### config.mk
export PLATFORM = sky130hd
export DESIGN_NAME = alu_exec_unit
export DESIGN_NICKNAME = d
export VERILOG_FILES = /design/src/rtl/alu_exec_unit_pkg.sv /design/src/rtl/alu_shift_step.sv /design/src/rtl/alu_exec_unit.sv
export SDC_FILE = /design/constraint.sdc
export NUM_CORES = 1
export LEC_CHECK = 0
export ABC_AREA = 0
export BUFFER_PORTS_ARGS = -buffer_cell sky130_fd_sc_hd__buf_4
export CAP_MARGIN = 20
export CORE_MARGIN = 3
export CORE_UTILIZATION = 56
export DETAILED_ROUTE_END_ITERATION = 7
export PLACE_DENSITY = 0.72
export SYNTH_ARGS = -nofsm -noshare
export SYNTH_HDL_FRONTEND = slang
export SYNTH_SLANG_ARGS = --single-unit
### constraint.sdc
create_clock -name clk -period 5.75 [get_ports clk]
set_input_delay 0.2875 -clock clk [delete_from_list [all_inputs] [get_ports clk]]
set_output_delay 0.2875 -clock clk [all_outputs]
set_load 0.02 [all_outputs]
### src/rtl/alu_exec_unit_pkg.sv
// Shared definitions for the execute-stage ALU: control codes, FSM states,
// shift-amount width and a small classification helper. The ALU control
// decoder imports the same package so the codes have one source of truth.
package alu_exec_unit_pkg;

    localparam int unsigned ALU_CTRL_W = 4;
    localparam int unsigned SHAMT_W    = 5;

    // ALU control codes produced by the ALU control decoder
    typedef enum logic [ALU_CTRL_W-1:0] {
        ALU_AND = 4'b0000,
        ALU_OR  = 4'b0001,
        ALU_ADD = 4'b0010,
        ALU_SLL = 4'b0011,
        ALU_SRL = 4'b0100,
        ALU_SRA = 4'b0101,
        ALU_SUB = 4'b0110,
        ALU_SLT = 4'b0111,
        ALU_XOR = 4'b1010,
        ALU_NOR = 4'b1011
    } alu_ctrl_e;

    // Execute FSM states
    typedef enum logic {
        ST_IDLE  = 1'b0,
        ST_SHIFT = 1'b1
    } state_e;

    // True for the three codes handled by the iterative shifter
    function automatic logic is_shift(input logic [ALU_CTRL_W-1:0] ctrl);
        return (ctrl == ALU_SLL) || (ctrl == ALU_SRL) || (ctrl == ALU_SRA);
    endfunction

endpackage

### src/rtl/alu_shift_step.sv
// One iteration of the multi-cycle shifter (combinational).
// Ports: work (word being shifted), dir (0=left, 1=right), arith (replicate
// the sign bit on right shifts), step (positions to shift this cycle),
// shifted (result word).
module alu_shift_step #(
    parameter int unsigned WIDTH  = 32,
    parameter int unsigned STEP_W = 1
) (
    input  logic [WIDTH-1:0]  work,
    input  logic              dir,
    input  logic              arith,
    input  logic [STEP_W-1:0] step,
    output logic [WIDTH-1:0]  shifted
);

    always_comb begin
        shifted = work;
        if (!dir) begin
            shifted = work << step;
        end else if (arith) begin
            shifted = WIDTH'($signed(work) >>> step);
        end else begin
            shifted = work >> step;
        end
    end

endmodule

### src/rtl/alu_exec_unit.sv
// Execute-stage ALU with valid/ready handshakes on both sides.
// Logic ops, add, sub and slt finish in one cycle; sll/srl/sra iterate over
// the shifter, SHIFT_STEP positions per cycle.
// Ports: clk, rst_n (async, active low); in_valid/in_ready, alu_ctrl, op_a,
// op_b, shamt (issue side); out_valid/out_ready, result, zero, overflow
// (MEM side). in_ready is combinational.
module alu_exec_unit
    import alu_exec_unit_pkg::*;
#(
    parameter int unsigned WIDTH      = 32,
    parameter int unsigned SHIFT_STEP = 1
) (
    input  logic                  clk,
    input  logic                  rst_n,
    input  logic                  in_valid,
    output logic                  in_ready,
    input  logic [ALU_CTRL_W-1:0] alu_ctrl,
    input  logic [WIDTH-1:0]      op_a,
    input  logic [WIDTH-1:0]      op_b,
    input  logic [SHAMT_W-1:0]    shamt,
    output logic                  out_valid,
    input  logic                  out_ready,
    output logic [WIDTH-1:0]      result,
    output logic                  zero,
    output logic                  overflow
);

    localparam int unsigned STEP_W = $clog2(SHIFT_STEP + 1);

    state_e               state_q, state_d;
    logic                 out_valid_q, out_valid_d;
    logic [WIDTH-1:0]     result_q, result_d;
    logic                 zero_q, zero_d;
    logic                 overflow_q, overflow_d;
    logic [WIDTH-1:0]     work_q, work_d;
    logic [SHAMT_W-1:0]   rem_q, rem_d;
    logic                 dir_q, dir_d;
    logic                 arith_q, arith_d;

    logic [WIDTH-1:0]     sum_c, diff_c, alu_res_c, shifted_c;
    logic                 alu_ovf_c, accept_c;
    logic [STEP_W-1:0]    step_c;

    assign in_ready  = (state_q == ST_IDLE) && (!out_valid_q || out_ready);
    assign accept_c  = in_valid && in_ready;
    assign out_valid = out_valid_q;
    assign result    = result_q;
    assign zero      = zero_q;
    assign overflow  = overflow_q;

    assign sum_c  = op_a + op_b;
    assign diff_c = op_a - op_b;

    // Single-cycle ALU; undefined codes fall through to add
    always_comb begin
        alu_res_c = sum_c;
        alu_ovf_c = (op_a[WIDTH-1] == op_b[WIDTH-1]) && (sum_c[WIDTH-1] != op_a[WIDTH-1]);
        case (alu_ctrl)
            ALU_AND: begin alu_res_c = op_a & op_b;    alu_ovf_c = 1'b0; end
            ALU_OR:  begin alu_res_c = op_a | op_b;    alu_ovf_c = 1'b0; end
            ALU_XOR: begin alu_res_c = op_a ^ op_b;    alu_ovf_c = 1'b0; end
            ALU_NOR: begin alu_res_c = ~(op_a | op_b); alu_ovf_c = 1'b0; end
            ALU_SUB: begin
                alu_res_c = diff_c;
                alu_ovf_c = (op_a[WIDTH-1] != op_b[WIDTH-1]) && (diff_c[WIDTH-1] != op_a[WIDTH-1]);
            end
            // Real signed compare, immune to subtraction overflow
            ALU_SLT: begin
                alu_res_c = WIDTH'(($signed(op_a) < $signed(op_b)) ? 1 : 0);
                alu_ovf_c = 1'b0;
            end
            // Only reached with shamt==0: the operand passes through
            ALU_SLL, ALU_SRL, ALU_SRA: begin alu_res_c = op_b; alu_ovf_c = 1'b0; end
            default: ;
        endcase
    end

    // Last iteration may be shorter than SHIFT_STEP
    always_comb begin
        if (rem_q < SHAMT_W'(SHIFT_STEP)) begin
            step_c = STEP_W'(rem_q);
        end else begin
            step_c = STEP_W'(SHIFT_STEP);
        end
    end

    alu_shift_step #(
        .WIDTH  (WIDTH),
        .STEP_W (STEP_W)
    ) u_shift_step (
        .work    (work_q),
        .dir     (dir_q),
        .arith   (arith_q),
        .step    (step_c),
        .shifted (shifted_c)
    );

    // Next-state and output-register logic
    always_comb begin
        state_d     = state_q;
        out_valid_d = out_valid_q;
        result_d    = result_q;
        zero_d      = zero_q;
        overflow_d  = overflow_q;
        work_d      = work_q;
        rem_d       = rem_q;
        dir_d       = dir_q;
        arith_d     = arith_q;

        case (state_q)
            ST_IDLE: begin
                if (out_valid_q && out_ready) begin
                    out_valid_d = 1'b0;
                end
                if (accept_c) begin
                    if (is_shift(alu_ctrl) && (shamt != '0)) begin
                        work_d  = op_b;
                        rem_d   = shamt;
                        dir_d   = (alu_ctrl != ALU_SLL);
                        arith_d = (alu_ctrl == ALU_SRA);
                        state_d = ST_SHIFT;
                    end else begin
                        result_d    = alu_res_c;
                        zero_d      = (alu_res_c == '0);
                        overflow_d  = alu_ovf_c;
                        out_valid_d = 1'b1;
                    end
                end
            end
            ST_SHIFT: begin
                work_d = shifted_c;
                rem_d  = rem_q - SHAMT_W'(step_c);
                // Output register is known empty here, so load directly
                if (rem_q == SHAMT_W'(step_c)) begin
                    result_d    = shifted_c;
                    zero_d      = (shifted_c == '0);
                    overflow_d  = 1'b0;
                    out_valid_d = 1'b1;
                    state_d     = ST_IDLE;
                end
            end
            default: state_d = ST_IDLE;
        endcase
    end

    // State and output registers
    always_ff @(posedge clk or negedge rst_n) begin
        if (!rst_n) begin
            state_q     <= ST_IDLE;
            out_valid_q <= 1'b0;
            result_q    <= '0;
            zero_q      <= 1'b0;
            overflow_q  <= 1'b0;
            work_q      <= '0;
            rem_q       <= '0;
            dir_q       <= 1'b0;
            arith_q     <= 1'b0;
        end else begin
            state_q     <= state_d;
            out_valid_q <= out_valid_d;
            result_q    <= result_d;
            zero_q      <= zero_d;
            overflow_q  <= overflow_d;
            work_q      <= work_d;
            rem_q       <= rem_d;
            dir_q       <= dir_d;
            arith_q     <= arith_d;
        end
    end

endmodule
# Word-level counts from Yosys, hierarchy flattened
# Cells that the tools add are included.
# word_totals
register_bits,75
latchBits,0
ramBits,0
rom_bits,0
in_bits,77
out_inout_bits,36
elab_cells,92
n_memories,0
# op_classes
n_addsub,3
n_mul,0
div_mod_pow,0
n_lt_le_gt_ge,2
n_eq_ne,18
shift,3
mux,33
n_bitwise,5
reduce_logical,19
# op_table
op,count
two-way mux 32 bit,7
one-hot mux 32 bit (7 select lines),1
one-hot mux 32 bit (2 select lines),2
zero test 32 bit,2
adder 32 bit,1
AND 32 bit,1
less-than comparator 32 bit,1
NOT 32 bit,1
OR 32 bit,1
<< shifter 32 x 1 -> 32 bit,1
right shift 32 x 1 -> 32 bit,1
>>> shifter 32 x 1 -> 32 bit,1
subtractor 32 bit,1
XOR 32 bit,1
"equality test 4 x 3 -> 1 bit, second input constant",4
two-way mux 1 bit,15
two-way mux 5 bit,2
one-hot mux 1 bit (2 select lines),5
one-hot mux 5 bit (2 select lines),1
"equality test 4 bit, second input constant",2
OR reduction 8 bit,1
logical AND 1 bit,6
AND reduction 3 bit,2
equality test 5 x 1 -> 1 bit,1
16 further kinds,22

# Depth between registers and ports, before layout
# Gate-level depths: netlist of the first run.
# depth
word_depth,8
mapped_depth,13
mapped_depth_nobuf,13

# Hierarchy
# Synthesis of the first run repeated with hierarchy kept, for this count alone.
# hier_totals
hier_cells,1358
hier_area_um2,10133.5
# by_module_without_submodules
mod,n_inst,cells_per_inst,area_each_um2,seq_area_each_um2
alu_exec_unit,1,1250,9431.5,1876.8
alu_shift_step,1,108,701.9,0.0

# Worst setup path before layout of the first run
# OpenSTA, ideal clock, no wires.
# synth_timing
kind,in2reg
from,input port op_a[0]
to,register zero_q (netlist: zero)
setup_time_ps,95
arrival_ps,3027
required_time_ps,5655
setup_slack_ps,2628
cell_stages,12
n_path_buf,0
cell_sequence,ha_1 fa_1 a211oi_2 o211ai_2 a2111oi_2 nor2_2 a31oi_2 mux2i_1 or4b_4 a2111oi_2 nand3_1 o31ai_1
# synth_via
elab_chain_len,7
# synth_lines
item,line,rtl
start: declaration,alu_exec_unit.sv:18,"input logic [WIDTH-1:0] op_a,"
less-than comparator 32 bit or OR 32 bit (tied branches),"alu_exec_unit.sv:69, alu_exec_unit.sv:60, alu_exec_unit.sv:62",
two-way mux 1 bit or NOT 32 bit (tied branches),"alu_exec_unit.sv:69, alu_exec_unit.sv:62",
one-hot mux 32 bit (7 select lines) (*),alu_exec_unit.sv:58,case (alu_ctrl)
zero test 32 bit (*),alu_exec_unit.sv:124,zero_d = (alu_res_c == '0);
two-way mux 1 bit (*),alu_exec_unit.sv:116,if (is_shift(alu_ctrl) && (shamt != '0)) begin
two-way mux 1 bit (*),alu_exec_unit.sv:115,if (accept_c) begin
one-hot mux 1 bit (2 select lines) (*),alu_exec_unit.sv:110,case (state_q)
end signal: assignment,alu_exec_unit.sv:162,zero_q <= zero_d;
end: declaration,alu_exec_unit.sv:33,"logic zero_q, zero_d;"
# Mark *: on every way between the ends. The rest lies on a longest branch, timed or not. The select of a mux whose other input is x is not followed.
# A chain may end at the register's enable or synchronous reset.

# Worst setup path after layout of the first run
# layout_timing
from,input port alu_ctrl[1]
to,register zero_q (netlist: zero)
# layout_via
elab_chain_len,7
# layout_lines
item,line,rtl
start: declaration,alu_exec_unit.sv:17,"input logic [ALU_CTRL_W-1:0] alu_ctrl,"
equality test 4 x 2 -> 1 bit or equality test 4 x 3 -> 1 bit (tied branches),"alu_exec_unit_pkg.sv:31, alu_exec_unit.sv:58",
OR reduction 3 bit,alu_exec_unit.sv:58,
one-hot mux 32 bit (7 select lines),alu_exec_unit.sv:58,
zero test 32 bit,alu_exec_unit.sv:124,
two-way mux 1 bit,alu_exec_unit.sv:116,
two-way mux 1 bit,alu_exec_unit.sv:115,
one-hot mux 1 bit (2 select lines),alu_exec_unit.sv:110,
# Parallel ways exist; a longest one is shown, timed or not. The select of a mux whose other input is x is not followed.

==> results of run 1 <==
report_power, final:
part / switching [W] / leakage, nW / internal (W) / total [W]
Clock: 0.000210 / 0.155 / 0.000370 / 0.000580
Sequential: 0.000208 / 0.930 / 0.000763 / 0.000971
Combinational: 0.00146 / 4.29 / 0.000883 / 0.00234
Total: 0.00188 / 5.38 / 0.00202 / 0.00389
cells by family after synthesis:
kind of cell	Yosys count	synth area share
adders and majority gates	100	0.118
DFF	75	0.175
AOI/OAI and AO/OA	523	0.343
and+or+nand+nor	512	0.232
xor gates and xnor gates	8	0.00654
muxes	49	0.0484
buffers and inverters	201	0.0773
stage by stage:
stage	power, W	util	hold WS, ns	instances	worst slack [ns]
after global placement	0.00322	0.627	0.463	1722	1.68
after CTS	0.00384	0.644	0.127	1738	1.88
after global routing	0.00415	0.644	0.174	1738	1.57
after detailed placement	0.00324	0.627	0.468	1722	1.54
final	0.00389	0.644	0.0889	1738	1.65
after floorplan	0.00250	-	-0.00809	1468	2.63
cell usage after synthesis, drive strengths merged (28+ instances only):
cell type,number,area share
nand3,36,0.017
nand2,147,0.051
ha,98,0.11
buf,43,0.022
mux2i,45,0.043
a22oi,28,0.020
nor2,152,0.054
inv,99,0.035
clkbuf,59,0.021
a21oi,141,0.067
nand2b,29,0.017
nor3,31,0.015
dfrtp,75,0.18
o21ai,87,0.041
worst paths after layout:
path / endpoint / slack (ns) / cells after the start
max: zero$_DFFE_PN0P_ / 1.65 / 10
min: work_q[9]$_DFFE_PN0P_ / 0.09 / 1
max reg2reg: zero$_DFFE_PN0P_ / 2.39 / 12
min reg2reg: result[0]$_DFFE_PN0P_ / 0.47 / 2
max in group asynchronous: work_q[29]$_DFFE_PN0P_ / 5.04 / 1
min in group clk: rem_q[1]$_DFFE_PN0P_ / 0.18 / 3
sequential cells by signal (all words and copies together), names as in the netlist:
register / cells
arith_q: 1
overflow: 1
dir_q: 1
zero: 1
out_valid: 1
work_q: 32
result: 32
rem_q: 5
state_q: 1
routing by layer:
metal	wire (um)	up-vias	GRT usage	share of wire
met5	76	-	0.0287	0.0018
met4	1790	2	0.151	0.042
met3	5680	149	0.104	0.13
met2	17600	883	0.565	0.42
met1	17100	5673	0.559	0.40
li1	-	5481	-	-
final cells by class:
class / count / area (um2)
multi-input cells: 1192 / 8040
fillers: 1697 / 6550
flip-flops and latches: 75 / 1880
repair buffers: 127 / 953
inverters: 99 / 372
well taps: 229 / 287
clock buffers: 12 / 267
clock inverters: 4 / 47.5
==> results by stage, run 1 <==
Outcome:
- The flow ran to the end, and the final reports show no timing, DRC or antenna violations.

STA:
- The number of setup violations in the final report is 0.
- Setup repair after global routing left no endpoint under its margin.
- The maximum achievable frequency is 0.244 GHz.
- The clock period could shrink to 4.10 ns.
- The worst setup skew after layout is 0.00797 ns.
- The relative slew slack is 0.302.
- The sum of negative setup slack is 0 ns.
- The worst-margin pin slew is 1.04 ns.
- Dividing the final minimum period by the clock period gives 0.713.
- The final-report hold violation count is 0.
- The number of pins exceeding their max-slew limit in the final report is 0.

Route:
- In the final routed layout, each cell accounts on average for 24.3 um.
- The violation count after the first detailed-route iteration is 1685.
- The total via count after detailed routing is 12188.
- The remaining antenna violation count is 0.
- The number of search-and-repair iterations in the first detailed-routing pass is 6.
- After detailed routing, the number of vias per cell comes to 7.01.
- For this run, design rule violations remaining after detail routing come to 0.
- The total length of routed wires is 42.3 mm.

Synthesis:
- After technology mapping, the gate count stands at 1468.
- The fraction of the yosys area taken by sequential cells is 0.175.
- Counting flops with a built-in enable in the synthesized netlist gives 0.
- In the synthesized netlist the async set-or-reset flop fraction comes to 1.00.
- A synthesized cell averages 7.30 um2.
- The synthesized netlist occupies a cell area of 10700 um2.
- The synthesized design contains 75 register bits.
- In the synthesized netlist the dominant register cell turns out to be dfrtp_1.
- For this run, the number of Yosys warnings is 0.
- The total nets after synthesis is 1645.
- The synthesized netlist contains 101 unique library cells.

Cells and area:
- The total number of nets in the final design is 1681.
- The number of diodes is 0.
- Leaving out fill and tap cells, the most frequent cells in the layout are nand2_1, nor2_1, a21oi_1.
- The library cell used most frequently in the layout, excluding fill and tap cells, is nand2_1.
- The area added between synthesis and finish is 10.4%.
- The design area is 11800 um2.
- The share of cells above drive strength 1 is 0.129.

CTS:
- The number of CTS-inserted buffers is 9.
- TritonCTS built the clock tree.
- After clock tree synthesis, the repair step resized 0 gates.
- After clock tree synthesis, the clock-pin slew on the worst setup and hold paths is 0.06 ns.
- Hold repair after CTS inserted 0 buffers.
- Clock tree synthesis selected as its root buffer the cell clkbuf_16.
- The H-tree was split into 3 levels.
- Counting every sink on the clock net gives 75.
- Once the clock tree was built, the setup fixing pass inserted 0 buffers.
- The clock insertion delay at the later pin of the skew report is 0.34 ns.
- The clock passes through at most 2 buffers.

Floorplanning:
- During I/O placement, the number of pins put on the boundary was 113.
- The initialized floorplan defines 49 standard-cell rows.
- For this configuration, the core starts out at a cell density of 0.583.
- The y dimension of the die is 144 um.
- From left edge to right edge, the die measures 144 um.
- The region available for standard cell placement spans 18400 um2.
- The floorplan die area is 20800 um2.

Worst setup path:
- The most critical setup path has its startpoint at alu_ctrl[1].
- The launch point of the worst reg-to-reg path is rem_q[1]$_DFFE_PN0P_.
- The number of buffer and inverter instances along the worst setup path is 1.
- The critical-path maximum fanout is 45.
- In this design, the stage delay of the slowest critical-path cell is 0.83 ns.
- The critical path goes through buf_4 -> nor2b_2 -> mux2i_4 -> o221a_2 -> o21ai_1 -> a2111oi_0 -> nand4_1 -> nor4bb_1 -> nand3_1 -> o31ai_1.
- The critical path launch point type is a primary input.
- The cell family with the largest share of critical-path delay is compound AO/OA/AOI/OAI gates.
- The endpoint required time on the critical path is 5.99 ns.
- The critical path is of the in2reg type.
- The endpoint type of the worst setup path is a flop.
- Data arrives at the worst endpoint at 4.34 ns.
- The library cell contributing the largest single delay on the critical path is mux2i_4.

Place:
- Routability-driven placement finished with a final weighted congestion of 1.07.
- The wire-length estimate of the detail-placed layout is 31.4 mm.
- The count of input and output buffers is 112.
- The instance area after placement is 11500 um2.

Hold path:
- The min-delay analysis places its worst path in the category in2async.

Global routing:
- The total global routing track utilization is 0.393.
- After global routing the overflow that remains totals 0.
- The first global-routing pass estimated 63.5 mm of wire.
- The initial antenna violation count is 0.
- The via count of the first global-routing pass was 10957.
- The maximum number of pins on one net before global-route repair is 76.

Power and ir drop:
- The maximum vdd ir drop is 0.212 mV.
- The static leakage is 5.38 nW.
- Dividing total power by cell area gives a power density of 329 nW/um2.

Flow run:
- Across the run, the number of max-cap violations was 0.
Power figures use the tool's default switching activity.
==> run 2, diff against run 1 <==
Clock period 5.75 ns to 4.2 ns, I/O delays scaled along.
==> run 2 against run 1 <==
Hold slack got worse by 0.074 ns. First-iteration DRC count down 0.65%. Die area unchanged. Clock skew fell by 0.0012 ns. Global-route usage is 0.45 points higher. Clock-buffer cell count is the same. Cell count increased by 2.0%. Routed wire length grew 1.4%. Via count is 1.4% higher. Largest cell class unchanged.
==> results by stage, run 2 (same netlist as run 1, synthesis figures left out) <==
Cells and area:
- The area added between synthesis and finish is 13.0%.
- The most common cell after layout, fill and taps aside is buf_4.
- At the end of the flow the core is filled with cells to 0.658.
- The top cell types in the final layout, fill and taps aside, are buf_4, nand2_1, nor2_1.
- Counting the fill cells in the layout gives 1678.
- The number of diodes is 0.
- In the final layout, the share of cells above drive strength 1 is 0.148.
- The total number of nets in the final design is 1716.

Power and ir drop:
- Summing internal, switching and leakage power gives 0.00544 W.
- For this design the static power due to leakage is 5.55 nW.
- In this run the power density over the cells is 450 nW/um2.
- The maximum vdd ir drop is 0.312 mV.

STA:
- Hold is met by 0.0145 ns.
- Setup repair after global routing left no endpoint under its margin.
- The final-report hold violation count was 0.
- The worst setup skew after layout is 0.00675 ns.
- The number of pins exceeding their max-slew limit in the final report is 0.
- Static timing analysis puts the maximum clock frequency at 0.270 GHz.
- Dividing the final minimum period by the clock period gives 0.882.
- Setup violations remaining at the end of the flow were counted as 0.
- Across all setup checks in the final design, the least slack found is 0.497 ns.
- In this run the tightest slew margin relative to its limit is 0.273.
- For the final routed database, the setup TNS stands at 0 ns.
- For the pin with the worst max-slew slack, the measured transition is 1.09 ns.
- The worst path needs 3.70 ns of the cycle, external delays included.

Floorplanning:
- The floorplan step defined a die boundary enclosing 20800 um2.
- From left edge to right edge, the die measures 144 um.
- In this run the count of I/O pins placed on the die edge is 113.
- The initialized floorplan defines 49 standard-cell rows.
- The core area is 18400 um2.
- The initial utilization of the core area, before any placement, comes to 0.583.
- The die is 144 um tall.

Worst setup path:
- Walking the worst path, the cells encountered are buf_4 -> nor2b_2 -> mux2i_4 -> o221a_2 -> o21ai_1 -> a2111oi_0 -> nand4_1 -> nor4bb_1 -> nand3_1 -> o31ai_1.
- The logic depth of the worst register-to-register path is 12.
- The library cell contributing the largest single delay on the critical path is mux2i_4.
- The number of logic stages on the critical path including buffering is 10.
- Data on the critical path is required at its endpoint by 4.45 ns.
- The endpoint type of the worst setup path is a flop.
- Along the worst path, the maximum fanout reaches 35.
- The critical path launch point type is a primary input.
- The launch point of the worst reg-to-reg path is rem_q[1]$_DFFE_PN0P_.
- The cell family with the largest share of critical-path delay is compound AO/OA/AOI/OAI gates.
- The critical path in this run is classified as in2reg.
- The launch point of the worst path is alu_ctrl[1].
- The delay of the slowest cell on the worst path is 0.78 ns.
- The critical path arrival is 3.95 ns.
- The number of buffer and inverter instances along the worst setup path is 1.

Global routing:
- The via count of the first global-routing pass came to 11389.
- The first global-routing pass estimated 64.4 mm of wire.
- The initial antenna violation count is 1.
- The total congestion overflow is 0.
- The maximum number of pins on one net before global-route repair is 76.
- The total global routing track utilization is 0.398.

Place:
- The sum of net half-perimeters after detailed placement is 32.9 mm.
- The count of input and output buffers is 112.
- The post-place setup slack is 0.337 ns.
- The global placer's final weighted congestion is 1.08.

CTS:
- The post-CTS resize count is 0.
- The clock tree root driver cell is clkbuf_16.
- In this run, post-CTS hold repair placed 0 buffers.
- The count of buffers added by post-CTS timing repair for setup is 0.
- The H-tree level count is 3.
- The number of sinks driven by the clock tree is 75.
- The number of CTS-inserted buffers is 9.
- At the later pin of the worst-skew pair, clock insertion delay measures 0.34 ns.
- The clock passes through at most 2 buffers.
- The clock tree from TritonCTS is built.
- The clock slew at the register clock pins of the worst setup and hold paths is 0.06 ns.

Route:
- The total length of routed wires is 42.9 mm.
- The number of search-and-repair iterations in the first detailed-routing pass is 8.
- The total via count after detailed routing is 12360.
- The detail-routed via count per cell is 6.97.
- In the routed design, unresolved DRC markers number 0.
- The count of nets left with antenna violations once routing finished came out at 0.
- The violation count after the first detailed-route iteration is 1674.
- Dividing the detail-routed wire length by the instance count gives 24.2 um.

Hold path:
- In this run the worst hold path is classified as in2async.

Flow run:
- The max-capacitance violation count is 0.

Outcome:
- The flow ran to the end, and the final reports show no timing, DRC or antenna violations.
run 2: report_power, final:
group	internal [W]	switching [W]	total, W
clock	0.000537	0.000292	0.000828
combinational	0.00125	0.00202	0.00328
sequential	0.00104	0.000296	0.00134
total	0.00283	0.00261	0.00544
run 2: worst register-to-register path, delay by kind of cell, from the launching register on:
kind                     cells  cell delay (ns)
AO/OA/AOI/OAI                1             0.25
AND/OR/NAND/NOR             10             2.38
flip-flops                   1             0.41
adder cells (fa/ha/maj)      1             0.13
run 2: worst paths after layout:
check / end / slack (ns)
max in group asynchronous: work_q[20]$_DFFE_PN0P_ / 3.58
min in group clk: rem_q[2]$_DFFE_PN0P_ / 0.11
setup reg to reg: zero$_DFFE_PN0P_ / 0.93
setup / recovery: zero$_DFFE_PN0P_ / 0.50
hold reg to reg: result[1]$_DFFE_PN0P_ / 0.48
hold / removal: result[8]$_DFFE_PN0P_ / 0.01
run 2: layout make-up:
class / instances / area, um2 / area share
clock buffer: 12 / 246 / 0.0204
clock inverter: 4 / 73.8 / 0.00610
inverter: 99 / 372 / 0.0307
multi-input combinational: 1192 / 8040 / 0.664
sequential: 75 / 1880 / 0.155
tap: 229 / 287 / 0.0237
timing repair buffer: 162 / 1220 / 0.100
run 2: stage by stage:
stage | cells | instance area, um2
global route | 1773 | 12100
CTS | 1773 | 12100
detailed placement | 1757 | 11800
finish | 1773 | 12100
floorplan | 1468 | 10700
global placement | 1757 | 11800
run 2: layer usage:
| layer | track usage | part of all wire | up-vias |
|---|---|---|---|
| met5 | 0.0191 | 0.0016 | - |
| met2 | 0.597 | 0.42 | 890 |
| met3 | 0.0913 | 0.13 | 165 |
| met4 | 0.155 | 0.047 | 4 |
| li1 | - | - | 5557 |
| met1 | 0.552 | 0.39 | 5744 |
==> run 3, diff against run 2 <==
Settings changed: CORE_UTILIZATION 56 to 60, PLACE_DENSITY 0.72 to 0.77.
==> run 3 against run 2 <==
Cell area is 0.31% lower. Sequential power hardly changed. Flip-flop and latch count stayed put. Routed wire length is 0.53% higher. Fmax is 2.3% higher. Die area is 6.4% lower. Clock skew is 0.0021 ns higher.
==> results by stage, run 3 (same netlist as run 1, synthesis figures left out) <==
Global routing:
- The maximum number of pins on one net before global-route repair is 76.
- The initial antenna violation count was 0.
- The met2 demand-to-capacity share in global routing is 0.638.
- The first global-routing pass estimated 65.4 mm of wire.
- For this run, global-route usage on met3 was measured as 0.100.
- After global routing the overflow that remains totals 0.
- The via count of the first global-routing pass was 11519.
- The met1 usage in global routing is 0.576.
- The total global routing track utilization is 0.421.
- The most used routing layer in global routing is met2.

Route:
- Detailed routing inserted a total of 12564 vias.
- The number of remaining DRC errors is 0.
- The wire length per cell is 24.5 um.
- The first TritonRoute pass finished after 6 iterations.
- The violation count after the first detailed-route iteration is 1857.
- The detail-routed via count per cell is 7.13.
- The detail route stage leaves a number of antenna-violating nets equal to 0.
- Wires add up to 43.1 mm.

CTS:
- In this run the post-CTS setup repair buffer count came out at 0.
- The count of hold buffers inserted by post-cts repair is 0.
- The number of clock buffers added by TritonCTS is 9.
- The clock tree root driver cell is clkbuf_16.
- The post-CTS resize count is 0.
- The number of sinks driven by the clock tree is 75.
- The clock slew at the register clock pins of the worst setup and hold paths is 0.06 ns.
- TritonCTS built the clock tree.
- The clock reaches the later pin of the worst-skew pair after 0.34 ns.
- CTS built an H-tree with a depth of 3.
- In this run the deepest clock path goes through 2 buffers.

Worst setup path:
- STA classifies the critical path endpoint as a flop.
- The library cell contributing the largest single delay on the critical path is a211oi_1.
- The worst setup path is launched from a primary input.
- In this run the worst path has a maximum fanout of 5.
- Counting cells, the worst reg-to-reg path comes to 12.
- On the worst path, the slowest cell contributes a delay of 0.71 ns.
- The worst setup path is of the in2reg kind.
- In this run the register-to-register setup slack is 0.84 ns.
- STA puts the critical path data required time at 4.44 ns.
- The worst register-to-register path begins at rem_q[1]$_DFFE_PN0P_.
- The end of the worst register-to-register path is zero$_DFFE_PN0P_.
- Traced cell by cell, the critical path runs through buf_4 -> ha_1 -> fa_1 -> a211oi_2 -> o21ai_0 -> a211oi_1 -> o21ai_0 -> xnor2_1 -> o22a_1 -> a2111oi_0 -> nor4bb_1 -> nand3_1 -> o31ai_1.
- The cell with the most instances on the worst path is o21ai_0.
- At the worst endpoint, the arrival time is 3.86 ns.

Outcome:
- The flow ran to the end, and the final reports show no timing, DRC or antenna violations.

STA:
- The number of pins exceeding their max-slew limit in the final report was 0.
- The final-report hold violation count came to 0.
- Based on the critical path, the design can be clocked at up to 0.276 GHz.
- The sum of negative setup slack is 0 ns.
- Setup violations remaining at the end of the flow were counted as 0.
- Hold is met by 0.0125 ns.
- The time the worst path needs with I/O delays and setup is 3.62 ns.
- For the pin with the worst max-slew slack, the measured transition is 1.17 ns.
- The period utilization is 0.862.
- Between clock sinks in the finished design, the worst skew comes to 0.00883 ns.
- Setup repair after global routing left no endpoint under its margin.
- The relative slew slack is 0.219.

Place:
- The congestion estimate from routability-driven global placement came to 1.08.
- The count of input and output buffers is 112.
- Detailed placement finished with a half-perimeter wire length of 32.4 mm.

Floorplanning:
- The die is 140 um wide.
- In this run the count of I/O pins placed on the die edge is 113.
- The site row count is 48.
- For this configuration, the core starts out at a cell density of 0.616.
- The floorplan die area is 19500 um2.
- The total area inside the core boundary comes to 17400 um2.
- From bottom edge to top edge, the die measures 140 um.

Cells and area:
- The share of cells above drive strength 1 is 0.144.
- In the layout the commonest cells are buf_4, nand2_1, nor2_1.
- The most common cell after layout, fill and taps aside is buf_4.
- The repair_antennas step left the layout with diodes totalling 0.
- In the final design database the tool counted 1709 nets.
- The area added between synthesis and finish is 12.6%.

Power and ir drop:
- IR analysis of the VDD net gives a maximum drop of 0.612 mV.
- For this design the ratio of total power to cell area is 456 nW/um2.
- In this run the static leakage power is 5.52 nW.

Hold path:
- The worst hold path belongs to the class in2async.

Flow run:
- The max-capacitance violation count is 0.
-- run 3: cell types whose count changed in the layout (fill, tap and decap cells not counted) --
cell	previous run	this run
nor2_4	1	0
buf_12	0	2
buf_4	162	153
nor2_2	5	6
-- run 3: layout make-up --
type | instances | area [um2]
Multi-Input combinational cell | 1192 | 8030
Fill cell | 1500 | 5350
Sequential cell | 75 | 1880
Timing Repair Buffer | 155 | 1190
Inverter | 99 | 372
Tap cell | 225 | 282
Clock buffer | 12 | 246
Clock inverter | 4 | 73.8
-- run 3: metal layers --
metal / up-vias / share of wire
li1: 5539 / -
met1: 5876 / 0.39
met2: 977 / 0.43
met3: 172 / 0.13
met4: 0 / 0.052
met5: - / 0
-- run 3: stage by stage --
stage                     cells  utilization  area (um2)  worst slack, ns  power, W
final                      1762        0.693       12100            0.579   0.00550
after global routing       1762        0.693       12100            0.354   0.00577
after CTS                  1762        0.693       12100            0.658   0.00538
after detailed placement   1746        0.675       11800            0.334   0.00451
after global placement     1746        0.675       11800            0.461   0.00444
after floorplan            1468            -       10700             1.16   0.00343
-- run 3: where the power goes --
group          total (W)  leakage [nW]  internal (W)  switching, W
logic            0.00330          4.44       0.00125       0.00205
clock network   0.000832         0.157      0.000537      0.000296
registers        0.00137         0.930       0.00104      0.000326
-- run 3: critical path: cells and delay by family --
kind	cells	cell delay, ns
adder cells (fa/ha/maj)	2	0.72
buffers and inverters	1	0.13
XOR/XNOR	1	0.17
AND/OR/NAND/NOR	2	0.47
AO/OA/AOI/OAI	7	2.15
-- run 3: worst max path at each step --
| stage | from | end | slack [ns] | cells past startpoint |
|---|---|---|---|---|
| 3_5_place_dp | op_a[0] | zero$_DFFE_PN0P_ | 0.33 | 13 |
| 5_1_grt | op_a[0] | zero$_DFFE_PN0P_ | 0.35 | 13 |
| 4_1_cts | op_a[0] | zero$_DFFE_PN0P_ | 0.66 | 13 |
| 3_3_place_gp | op_a[0] | zero$_DFFE_PN0P_ | 0.46 | 13 |
| 6_report | op_a[0] | zero$_DFFE_PN0P_ | 0.58 | 13 |
| 2_1_floorplan | op_a[0] | zero$_DFFE_PN0P_ | 1.16 | 12 |
